**config.mk**
```make
export PLATFORM = sky130hd
export DESIGN_NAME = select_encode_seq
export DESIGN_NICKNAME = d
export VERILOG_FILES = /design/src/rtl/select_encode_seq.sv
export SDC_FILE = /design/constraint.sdc
export NUM_CORES = 1
export LEC_CHECK = 0
export ABC_AREA = 0
export CAP_MARGIN = 15
export CORE_UTILIZATION = 43
export DETAILED_ROUTE_END_ITERATION = 6
export GPL_TIMING_DRIVEN = 0
export PLACE_DENSITY_LB_ADDON = 0.1
export SLEW_MARGIN = 0
export SYNTH_ARGS = -nofsm -noshare
export SYNTH_HDL_FRONTEND = slang
export SYNTH_SLANG_ARGS = --single-unit
```
**constraint.sdc**
```tcl
create_clock -name clock -period 1.6 [get_ports clock]
set_input_delay 0.48 -clock clock [delete_from_list [all_inputs] [get_ports clock]]
set_output_delay 0.48 -clock clock [all_outputs]
set_load 0.1 [all_outputs]
```
**src/rtl/select_encode_seq.sv**
```systemverilog
// -----------------------------------------------------------------------------
// select_encode_seq
//  Control-side sequencer for the register-file bus. It latches the IR when a
//  request is accepted, decodes the ld/ldi/st address phase, and drives the
//  one-hot Rout/Rin strobes, BAout and the datapath enables. With BAout high,
//  R0 reads as 0 on the bus, so Rb=0 gives a base of 0.
//
//  Optional feature macro: STORE_DATA_EN
//    defined   : st adds an STDATA cycle after ZLO (Ra -> MDR), 5-cycle latency
//    undefined : st behaves like ld (address only), MDRin tied to 0
//
// Ports
//  clock    in   rising-edge clock
//  clear    in   asynchronous active-low reset
//  start    in   request, sampled only in IDLE
//  ir       in   [31:27] opcode, [26:23] Ra, [22:19] Rb, [18:0] C (unused here)
//  busy     out  high in every non-IDLE state
//  done     out  one-cycle completion pulse
//  err      out  one-cycle pulse alongside done for an illegal opcode
//  Rout     out  one-hot register-to-bus select
//  Rin      out  one-hot bus-to-register write enable
//  BAout    out  base-address mode (R0 drives 0)
//  Yin, Cout, ALU_add, Zin, Zlowout, MARin, MDRin  out  datapath strobes
// -----------------------------------------------------------------------------
module select_encode_seq #(
   parameter int         NREGS  = 16,
   parameter logic [4:0] OP_LD  = 5'b00000,
   parameter logic [4:0] OP_LDI = 5'b00001,
   parameter logic [4:0] OP_ST  = 5'b00010
) (
   input  logic             clock,
   input  logic             clear,
   input  logic             start,
   input  logic [31:0]      ir,
   output logic             busy,
   output logic             done,
   output logic             err,
   output logic [NREGS-1:0] Rout,
   output logic [NREGS-1:0] Rin,
   output logic             BAout,
   output logic             Yin,
   output logic             Cout,
   output logic             ALU_add,
   output logic             Zin,
   output logic             Zlowout,
   output logic             MARin,
   output logic             MDRin
);

   localparam int IW = $clog2(NREGS);

   typedef enum logic [2:0] {
      S_IDLE   = 3'd0,
      S_BASE   = 3'd1,
      S_OFFSET = 3'd2,
      S_ZLO    = 3'd3,
`ifdef STORE_DATA_EN
      S_STDATA = 3'd4,
`endif
      S_DONE   = 3'd5,
      S_ERR    = 3'd6
   } state_t;

   state_t state_q, state_d;

   // Held IR: only opcode and register fields are needed after accept.
   logic [4:0]    op_q, op_d;
   logic [IW-1:0] ra_q, ra_d;
   logic [IW-1:0] rb_q, rb_d;

   logic             busy_d, done_d, err_d, baout_d, yin_d, cout_d;
   logic             add_d, zin_d, zlo_d, marin_d;
   logic [NREGS-1:0] rout_d, rin_d;
   logic             busy_q, done_q, err_q, baout_q, yin_q, cout_q;
   logic             add_q, zin_q, zlo_q, marin_q;
   logic [NREGS-1:0] rout_q, rin_q;

   function automatic logic is_legal_op(input logic [4:0] op);
      return (op == OP_LD) || (op == OP_LDI) || (op == OP_ST);
   endfunction

   function automatic logic [NREGS-1:0] onehot(input logic [IW-1:0] idx);
      return {{(NREGS-1){1'b0}}, 1'b1} << idx;
   endfunction

   // Next-state and held-IR update.
   always_comb begin
      state_d = state_q;
      op_d    = op_q;
      ra_d    = ra_q;
      rb_d    = rb_q;
      case (state_q)
         S_IDLE: begin
            if (start) begin
               op_d = ir[31:27];
               ra_d = ir[26 -: IW];
               rb_d = ir[22 -: IW];
               if (is_legal_op(ir[31:27])) begin
                  state_d = S_BASE;
               end else begin
                  state_d = S_ERR;
               end
            end else begin
               state_d = S_IDLE;
            end
         end
         S_BASE:   state_d = S_OFFSET;
         S_OFFSET: state_d = S_ZLO;
         S_ZLO: begin
`ifdef STORE_DATA_EN
            if (op_q == OP_ST) begin
               state_d = S_STDATA;
            end else begin
               state_d = S_DONE;
            end
`else
            state_d = S_DONE;
`endif
         end
`ifdef STORE_DATA_EN
         S_STDATA: state_d = S_DONE;
`endif
         S_DONE:   state_d = S_IDLE;
         S_ERR:    state_d = S_IDLE;
         default:  state_d = S_IDLE;
      endcase
   end

   // State and held-IR registers.
   always_ff @(posedge clock or negedge clear) begin
      if (!clear) begin
         state_q <= S_IDLE;
         op_q    <= 5'd0;
         ra_q    <= {IW{1'b0}};
         rb_q    <= {IW{1'b0}};
      end else begin
         state_q <= state_d;
         op_q    <= op_d;
         ra_q    <= ra_d;
         rb_q    <= rb_d;
      end
   end

   // Output decode from the upcoming state, so the registered strobes line up
   // with the state they belong to.
   always_comb begin
      busy_d  = 1'b0;
      done_d  = 1'b0;
      err_d   = 1'b0;
      baout_d = 1'b0;
      yin_d   = 1'b0;
      cout_d  = 1'b0;
      add_d   = 1'b0;
      zin_d   = 1'b0;
      zlo_d   = 1'b0;
      marin_d = 1'b0;
      rout_d  = {NREGS{1'b0}};
      rin_d   = {NREGS{1'b0}};
      case (state_d)
         S_IDLE: busy_d = 1'b0;
         S_BASE: begin
            busy_d  = 1'b1;
            rout_d  = onehot(rb_d);
            baout_d = 1'b1;
            yin_d   = 1'b1;
         end
         S_OFFSET: begin
            busy_d = 1'b1;
            cout_d = 1'b1;
            add_d  = 1'b1;
            zin_d  = 1'b1;
         end
         S_ZLO: begin
            busy_d = 1'b1;
            zlo_d  = 1'b1;
            // Only legal opcodes reach ZLO: ldi writes Ra, ld/st load MAR.
            if (op_d == OP_LDI) begin
               rin_d = onehot(ra_d);
            end else begin
               marin_d = 1'b1;
            end
         end
`ifdef STORE_DATA_EN
         S_STDATA: begin
            busy_d = 1'b1;
            rout_d = onehot(ra_d);
         end
`endif
         S_DONE: begin
            busy_d = 1'b1;
            done_d = 1'b1;
         end
         S_ERR: begin
            busy_d = 1'b1;
            done_d = 1'b1;
            err_d  = 1'b1;
         end
         default: busy_d = 1'b0;
      endcase
   end

   // Output registers, cleared asynchronously with the state.
   always_ff @(posedge clock or negedge clear) begin
      if (!clear) begin
         busy_q  <= 1'b0;
         done_q  <= 1'b0;
         err_q   <= 1'b0;
         baout_q <= 1'b0;
         yin_q   <= 1'b0;
         cout_q  <= 1'b0;
         add_q   <= 1'b0;
         zin_q   <= 1'b0;
         zlo_q   <= 1'b0;
         marin_q <= 1'b0;
         rout_q  <= {NREGS{1'b0}};
         rin_q   <= {NREGS{1'b0}};
      end else begin
         busy_q  <= busy_d;
         done_q  <= done_d;
         err_q   <= err_d;
         baout_q <= baout_d;
         yin_q   <= yin_d;
         cout_q  <= cout_d;
         add_q   <= add_d;
         zin_q   <= zin_d;
         zlo_q   <= zlo_d;
         marin_q <= marin_d;
         rout_q  <= rout_d;
         rin_q   <= rin_d;
      end
   end

`ifdef STORE_DATA_EN
   logic mdrin_q;

   // MDR load strobe, only present when the store-data cycle exists.
   always_ff @(posedge clock or negedge clear) begin
      if (!clear) begin
         mdrin_q <= 1'b0;
      end else begin
         mdrin_q <= (state_d == S_STDATA);
      end
   end

   assign MDRin = mdrin_q;
`else
   assign MDRin = 1'b0;
`endif

   assign busy    = busy_q;
   assign done    = done_q;
   assign err     = err_q;
   assign BAout   = baout_q;
   assign Yin     = yin_q;
   assign Cout    = cout_q;
   assign ALU_add = add_q;
   assign Zin     = zin_q;
   assign Zlowout = zlo_q;
   assign MARin   = marin_q;
   assign Rout    = rout_q;
   assign Rin     = rin_q;

endmodule

```
==> impl_metrics.env, run 1 <==
export IMPL_ir_worst_vdd_mv=1.74
export IMPL_clk_pin_slew_ps=90
export IMPL_drt_iter0_drc=96
export IMPL_antenna_found_initial=0
export IMPL_max_stage_delay_ps=530
export IMPL_grt_pass1_wl_um=6960
export IMPL_synth_cells=169
export IMPL_dieArea_um2=5030
export IMPL_htree_num_levels=2
export IMPL_cp_end_kind="flip-flop"
export IMPL_arrival_ps=1820
export IMPL_worst_setup_path_start_kind="flip-flop"
export IMPL_worst_slack_ps=-38.2
export IMPL_core_area_um2=4470
export IMPL_drt_wl_total_um=4170
export IMPL_skew_ps=2.92
export IMPL_crit_chain="buf_6, or4b_1, buf_6, nand4_1, a21oi_1"
export IMPL_setup_viol=12
export IMPL_rsz0062_at_grt="true"
export IMPL_nets=279
export IMPL_rows=24
export IMPL_avgSynthCellArea_um2=12.1
export IMPL_use_met1_pct=22.6
export IMPL_drv_slew=0
export IMPL_max_freq_mhz=610
export IMPL_routed_via_density=4.96
export IMPL_root_buffer="clkbuf_8"
export IMPL_synth_cell_types=33
export IMPL_drive_gt1_share_pct=40.0
export IMPL_violations="DRC, setup timing"
export IMPL_finalNonFillerCells=297
export IMPL_critPathRequiredTime_ps=1780
export IMPL_fin_crit_ps=1640
export IMPL_cp_num_buf_inv=2
export IMPL_critPathMaxFanout=9
export IMPL_drc_errors=2
export IMPL_die_w_um=71.0
export IMPL_grt_util_all_layers_pct=18.1
export IMPL_leakage_nw=1.47
export IMPL_grt_max_degree=29
export IMPL_dpl_worst_slack_ps=-622
export IMPL_async_reset_ff_share_pct=100
export IMPL_clkLatencyLatePin_ps=300
export IMPL_path_delay_family="simple AND/OR/NAND/NOR gates"
export IMPL_yosysSeqAreaShare_pct=62.4
export IMPL_cts_tree="done"
export IMPL_slew_headroom_pct=58.4
export IMPL_yosysMostFrequentCell="dfrtp_1"
export IMPL_fin_tns_setup_ps=-149
export IMPL_cts_buffers=5
export IMPL_grt_remaining_overflow=0
export IMPL_area_growth_syn_to_layout_pct=36.9
export IMPL_initial_utilization_pct=45.7
export IMPL_synth_edff_count=0
export IMPL_p_per_area_nw_per_um2=1560
export IMPL_crit_top_cell="buf_6"
export IMPL_synth_top_area_share_pct=62.4
export IMPL_routedWlPerCell_um=14.1
export IMPL_drtPass1Iterations=7
export IMPL_ant_nets=0
export IMPL_cts_sinks=51
export IMPL_criticalPathCategory="reg2reg"
export IMPL_gp_congestion=0.830
export IMPL_finalCritPeriodShare_pct=102
export IMPL_worst_pin_slew_ps=624
export IMPL_antenna_cells=0
export IMPL_netlist_area_um2=2040
export IMPL_die_y_um=71.0
export IMPL_synth_main_ff_cell="dfrtp_1"
export IMPL_dp_final_hpwl_um=2990
export IMPL_hp_class="in2async"
export IMPL_grt_pass1_vias=1434
export IMPL_met2_usage_pct=31.8
export IMPL_hold_viol=0
export IMPL_crit_path_top_delay_cell="or4b_1"
export IMPL_placedCellCount=278
export IMPL_cap_violations=0
export IMPL_portBuffers=56
export IMPL_status="complete, but fails checks"
export IMPL_yosys_warnings=0
export IMPL_ys_ff_latch=51
export IMPL_busiest_layer="met2"
export IMPL_routed_via_count=1473
export IMPL_pin_count=78
export IMPL_synthTopCellsByArea="dfrtp_1 (62%), nand2_1 (5.3%), a21oi_1 (4.9%)"
export IMPL_synth_nets=204
export IMPL_synth_common_cells="dfrtp_1 (51), nand2_1 (29), a21oi_1 (20), nor2_1 (18), buf_4 (5)"
export IMPL_cts_buffer_depth=2
export IMPL_gr_usage_met3_pct=4.27
export IMPL_yosysTopAreaCell="dfrtp_1"
==> metrics by stage <==
| stage | hold WS, ps | util [%] | instance area (µm²) | total power [mW] |
|---|---|---|---|---|
| 5_1_grt | 235 | 62.6 | 2800 | 4.57 |
| 6_report | 186 | 62.6 | 2800 | 4.35 |
| 3_3_place_gp | 452 | 59.7 | 2670 | 3.21 |
| 2_1_floorplan | 184 | - | 2050 | 2.86 |
| 4_1_cts | 206 | 61.1 | 2740 | 4.33 |
| 3_5_place_dp | 461 | 60.2 | 2700 | 3.26 |
==> per-layer routing <==
| metal | part of all wire, % | wire length, µm |
|---|---|---|
| met4 | 0.96 | 40 |
| met3 | 4.5 | 189 |
| met5 | 0 | 0 |
| met1 | 43 | 1790 |
| met2 | 52 | 2160 |
==> layout by cell type (no fill, tap or decap), types with 3 or more instances in the layout <==
cell type and instances:
nand2_1 29, nand4b_1 4, dlygate4sd2_1 6, buf_4 16, clkbuf_8 5, buf_2 39
a21oi_2 9, nor3_2 3, nand4b_4 3, nand2b_1 3, a21oi_1 11, clkdlybuf4s50_1 7
nor2_1 18, buf_6 6, dfrtp_1 49
==> flip-flops by register name, summed over array words and instances, names as in the netlist, 3 cells and up <==
name / cells
Rin: 16
Rout: 16
op_q: 5
ra_q: 4
state_q: 3
==> where the power goes <==
part	internal (mW)	leakage [nW]	switching [mW]
registers	1.50	0.684	0.144
clock network	0.625	0.0654	0.406
logic	0.525	0.722	1.16
==> worst paths after layout <==
kind / cells after the start / to / slack (ps) / start
max: 5 / Rin[13] / -40 / state_q[2]
min: 1 / Rin[2] / 190 / clear
max reg2reg: 5 / Rin[13] / -40 / state_q[2]
min reg2reg: 2 / op_q[0] / 480 / op_q[0]
max in group asynchronous: 2 / Zin / 870 / clear
min in group clock: 2 / op_q[0] / 480 / op_q[0]
==> layout make-up <==
type                            instances  area, µm²
Clock buffer                            6       72.6
Buffer                                 11       95.1
Fill cell                             360       1680
Tap cell                               52       65.1
Multi-Input combinational cell        105        743
Clock inverter                          2       60.1
Timing Repair Buffer                   68        477
Inverter                                2       7.51
Sequential cell                        51       1280
==> timing repair <==
| action | 4_1_cts | 5_1_grt |
|---|---|---|
| endpoints found under the setup margin | 87 | 28 |
| pin swaps | 5 | 11 |
| setup buffers | 11 | 1 |
| hold buffers | 0 | 0 |
| resized for setup | 223 | 17 |
==> kinds of logic (layout without fill, tap and decap cells) <==
group,Yosys count,after routing,synth area share [%]
compound gates,22,22,6.55
other cells,1,1,0.183
flops,51,51,62.4
buf+inv,13,89,4.53
xor+xnor,1,1,0.428
simple gates,81,81,25.9
(Power assumes the default switching activity.)
==> inputs of run 2 (changes only) <==
--- a/config.mk
+++ b/config.mk
@@ -6,7 +6,7 @@
 export NUM_CORES = 1
 export LEC_CHECK = 0
 export ABC_AREA = 0
-export CAP_MARGIN = 15
+export ABC_CLOCK_PERIOD_IN_PS = 1600
 export CORE_UTILIZATION = 43
 export DETAILED_ROUTE_END_ITERATION = 6
 export GPL_TIMING_DRIVEN = 0
==> results of run 2 <==
Same layout as run 1: the final DEF is identical, and so are final timing and power.
==> inputs of run 3 (changes only) <==
--- a/config.mk
+++ b/config.mk
@@ -6,8 +6,9 @@
 export NUM_CORES = 1
 export LEC_CHECK = 0
 export ABC_AREA = 0
-export ABC_CLOCK_PERIOD_IN_PS = 1600
+export ABC_CLOCK_PERIOD_IN_PS = 1800
 export CORE_UTILIZATION = 43
+export CTS_CLUSTER_SIZE = 20
 export DETAILED_ROUTE_END_ITERATION = 6
 export GPL_TIMING_DRIVEN = 0
 export PLACE_DENSITY_LB_ADDON = 0.1
==> constraint.sdc (replaced) <==
create_clock -name clock -period 1.8 [get_ports clock]
set_input_delay 0.54 -clock clock [delete_from_list [all_inputs] [get_ports clock]]
set_output_delay 0.54 -clock clock [all_outputs]
set_load 0.1 [all_outputs]
==> run 3 against run 2 <==
The flow finishes with violations (DRC). Combinational power shrank 17%. Global-route usage shrank 0.72 points. Total power shrank 13%. Design area increased by 4.2%. Worst setup slack better by 74 ps. Sequential power down 11%. Sequential share of layout area shrank 1.8 points. Routed wire length fell by 5.5%. Final cell count shrank 1.7%. Largest power group is now sequential cells.
==> impl_metrics.env, run 3 (same netlist as run 1, synthesis figures left out) <==
export IMPL_drt_wl_total_um=3950
export IMPL_drc_errors=6
export IMPL_cap_violations=0
export IMPL_worst_setup_path_start_kind="flip-flop"
export IMPL_grt_util_all_layers_pct=17.4
export IMPL_area_growth_syn_to_layout_pct=42.7
export IMPL_htree_num_levels=2
export IMPL_ir_worst_vdd_mv=1.49
export IMPL_root_buffer="clkbuf_8"
export IMPL_wl_met3_um=184
export IMPL_p_seq_share_pct=38.5
export IMPL_portBuffers=56
export IMPL_drive_gt1_share_pct=35.0
export IMPL_die_w_um=71.0
export IMPL_nets=274
export IMPL_rows=24
export IMPL_crit_path_top_delay_cell="clkdlybuf4s15_2"
export IMPL_antenna_found_initial=0
export IMPL_arrival_ps=1220
export IMPL_routedWlPerCell_um=13.5
export IMPL_max_freq_mhz=567
export IMPL_wl_met1_um=1640
export IMPL_cts_hold_fix_buffers=0
export IMPL_critPathMaxFanout=2
export IMPL_cts_buffer_depth=2
export IMPL_grt_remaining_overflow=0
export IMPL_drt_iter0_drc=98
export IMPL_hp_class="in2async"
export IMPL_setup_viol=0
export IMPL_cts_sinks=51
export IMPL_finalNonFillerCells=292
export IMPL_worst_slack_ps=35.7
export IMPL_criticalPathCategory="reg2out"
export IMPL_gp_congestion=0.830
export IMPL_finalCritPeriodShare_pct=98.0
export IMPL_pwr_share_clk_pct=24.2
export IMPL_rsz0062_at_grt="true"
export IMPL_dr_wl_met2_um=2070
export IMPL_routed_via_density=5.02
export IMPL_core_area_um2=4470
export IMPL_ant_nets=0
export IMPL_grt_pass1_wl_um=6710
export IMPL_status="complete, but fails checks"
export IMPL_drtPass1Iterations=6
export IMPL_drv_slew=0
export IMPL_fin_crit_ps=1760
export IMPL_p_per_area_nw_per_um2=1300
export IMPL_slew_headroom_pct=58.7
export IMPL_dp_final_hpwl_um=2990
export IMPL_dieArea_um2=5030
export IMPL_cts_buffers=5
export IMPL_clkLatencyLatePin_ps=310
export IMPL_top_layer="met4"
export IMPL_switchingPower_mw=1.49
export IMPL_path_delay_family="buffers and inverters"
export IMPL_layout_common_cells="dfrtp_1 (49), clkdlybuf4s15_2 (37), nand2_1 (29)"
export IMPL_violations="DRC"
export IMPL_dpl_worst_slack_ps=-482
export IMPL_skew_ps=4.84
export IMPL_crit_chain="clkdlybuf4s15_2"
export IMPL_cts_tree="done"
export IMPL_grt_max_degree=29
export IMPL_design_area_um2=2920
export IMPL_grt_pass1_vias=1424
export IMPL_leakage_nw=1.37
export IMPL_critPathRequiredTime_ps=1260
export IMPL_hold_viol=0
export IMPL_internal_power_mw=2.31
export IMPL_placed_area_um2=2700
export IMPL_antenna_cells=0
export IMPL_final_common_cell="dfrtp_1"
export IMPL_die_y_um=71.0
export IMPL_cp_end_kind="primary output"
export IMPL_worst_pin_slew_ps=620
export IMPL_max_stage_delay_ps=550
export IMPL_fillCellCount=347
export IMPL_p_comb_share_pct=37.3
export IMPL_placedCellCount=278
export IMPL_initial_utilization_pct=45.7
export IMPL_clk_pin_slew_ps=90
export IMPL_routed_via_count=1467
export IMPL_pin_count=78
export IMPL_switching_share_pct=39.2
export IMPL_cp_num_buf_inv=1
run 3: worst paths after layout:
| kind | cells past startpoint | end | from | slack, ps |
|---|---|---|---|---|
| worst max-delay path | 1 | BAout | Yin | 40 |
| worst min-delay path | 1 | Rin[2] | clear | 240 |
| worst max register to register | 5 | Rin[5] | state_q[2] | 200 |
| worst min register to register | 2 | op_q[0] | op_q[0] | 480 |
| max in group asynchronous | 2 | Zin | clear | 1020 |
| min in group clock | 2 | op_q[0] | op_q[0] | 480 |
run 3: layer usage:
| layer | up-vias | GRT usage (%) |
|---|---|---|
| met5 | - | 0 |
| met4 | 0 | 4.67 |
| met3 | 5 | 4.27 |
| met2 | 51 | 31.1 |
| met1 | 709 | 21.1 |
| li1 | 702 | - |
run 3: area by class of cell:
class / count / area, µm² / area share [%]
flip-flops and latches: 51 / 1280 / 43.8
multi-input cells: 105 / 683 / 23.4
repair buffers: 63 / 662 / 22.7
plain buffers: 11 / 87.6 / 3.00
clock buffers: 6 / 72.6 / 2.49
well taps: 52 / 65.1 / 2.23
clock inverters: 2 / 60.1 / 2.06
inverters: 2 / 7.51 / 0.257
run 3: power by group through the flow:
stage	logic (mW)	registers, mW	clock network (mW)
floorplan	0.686	1.86	0
global placement	1.39	1.47	0
detailed placement	1.42	1.48	0
CTS	1.41	1.46	0.930
global route	1.51	1.49	0.980
finish	1.41	1.46	0.919
run 3: what timing repair did:
action	in CTS	in global routing
pin swaps	2	4
buffers inserted	5	1
setup endpoints to repair	75	19
gates resized for setup	132	8
run 3: per-stage QoR:
| stage | util, % | hold slack [ps] | TNS [ps] | total power, mW |
|---|---|---|---|---|
| detailed placement | 60.2 | 461 | -23130 | 2.90 |
| global placement | 59.7 | 452 | -76420 | 2.86 |
| global route | 65.2 | 294 | -97.8 | 3.97 |
| finish | 65.2 | 240 | 0 | 3.79 |
| CTS | 64.8 | 266 | 0 | 3.80 |
| floorplan | - | 244 | 0 | 2.54 |
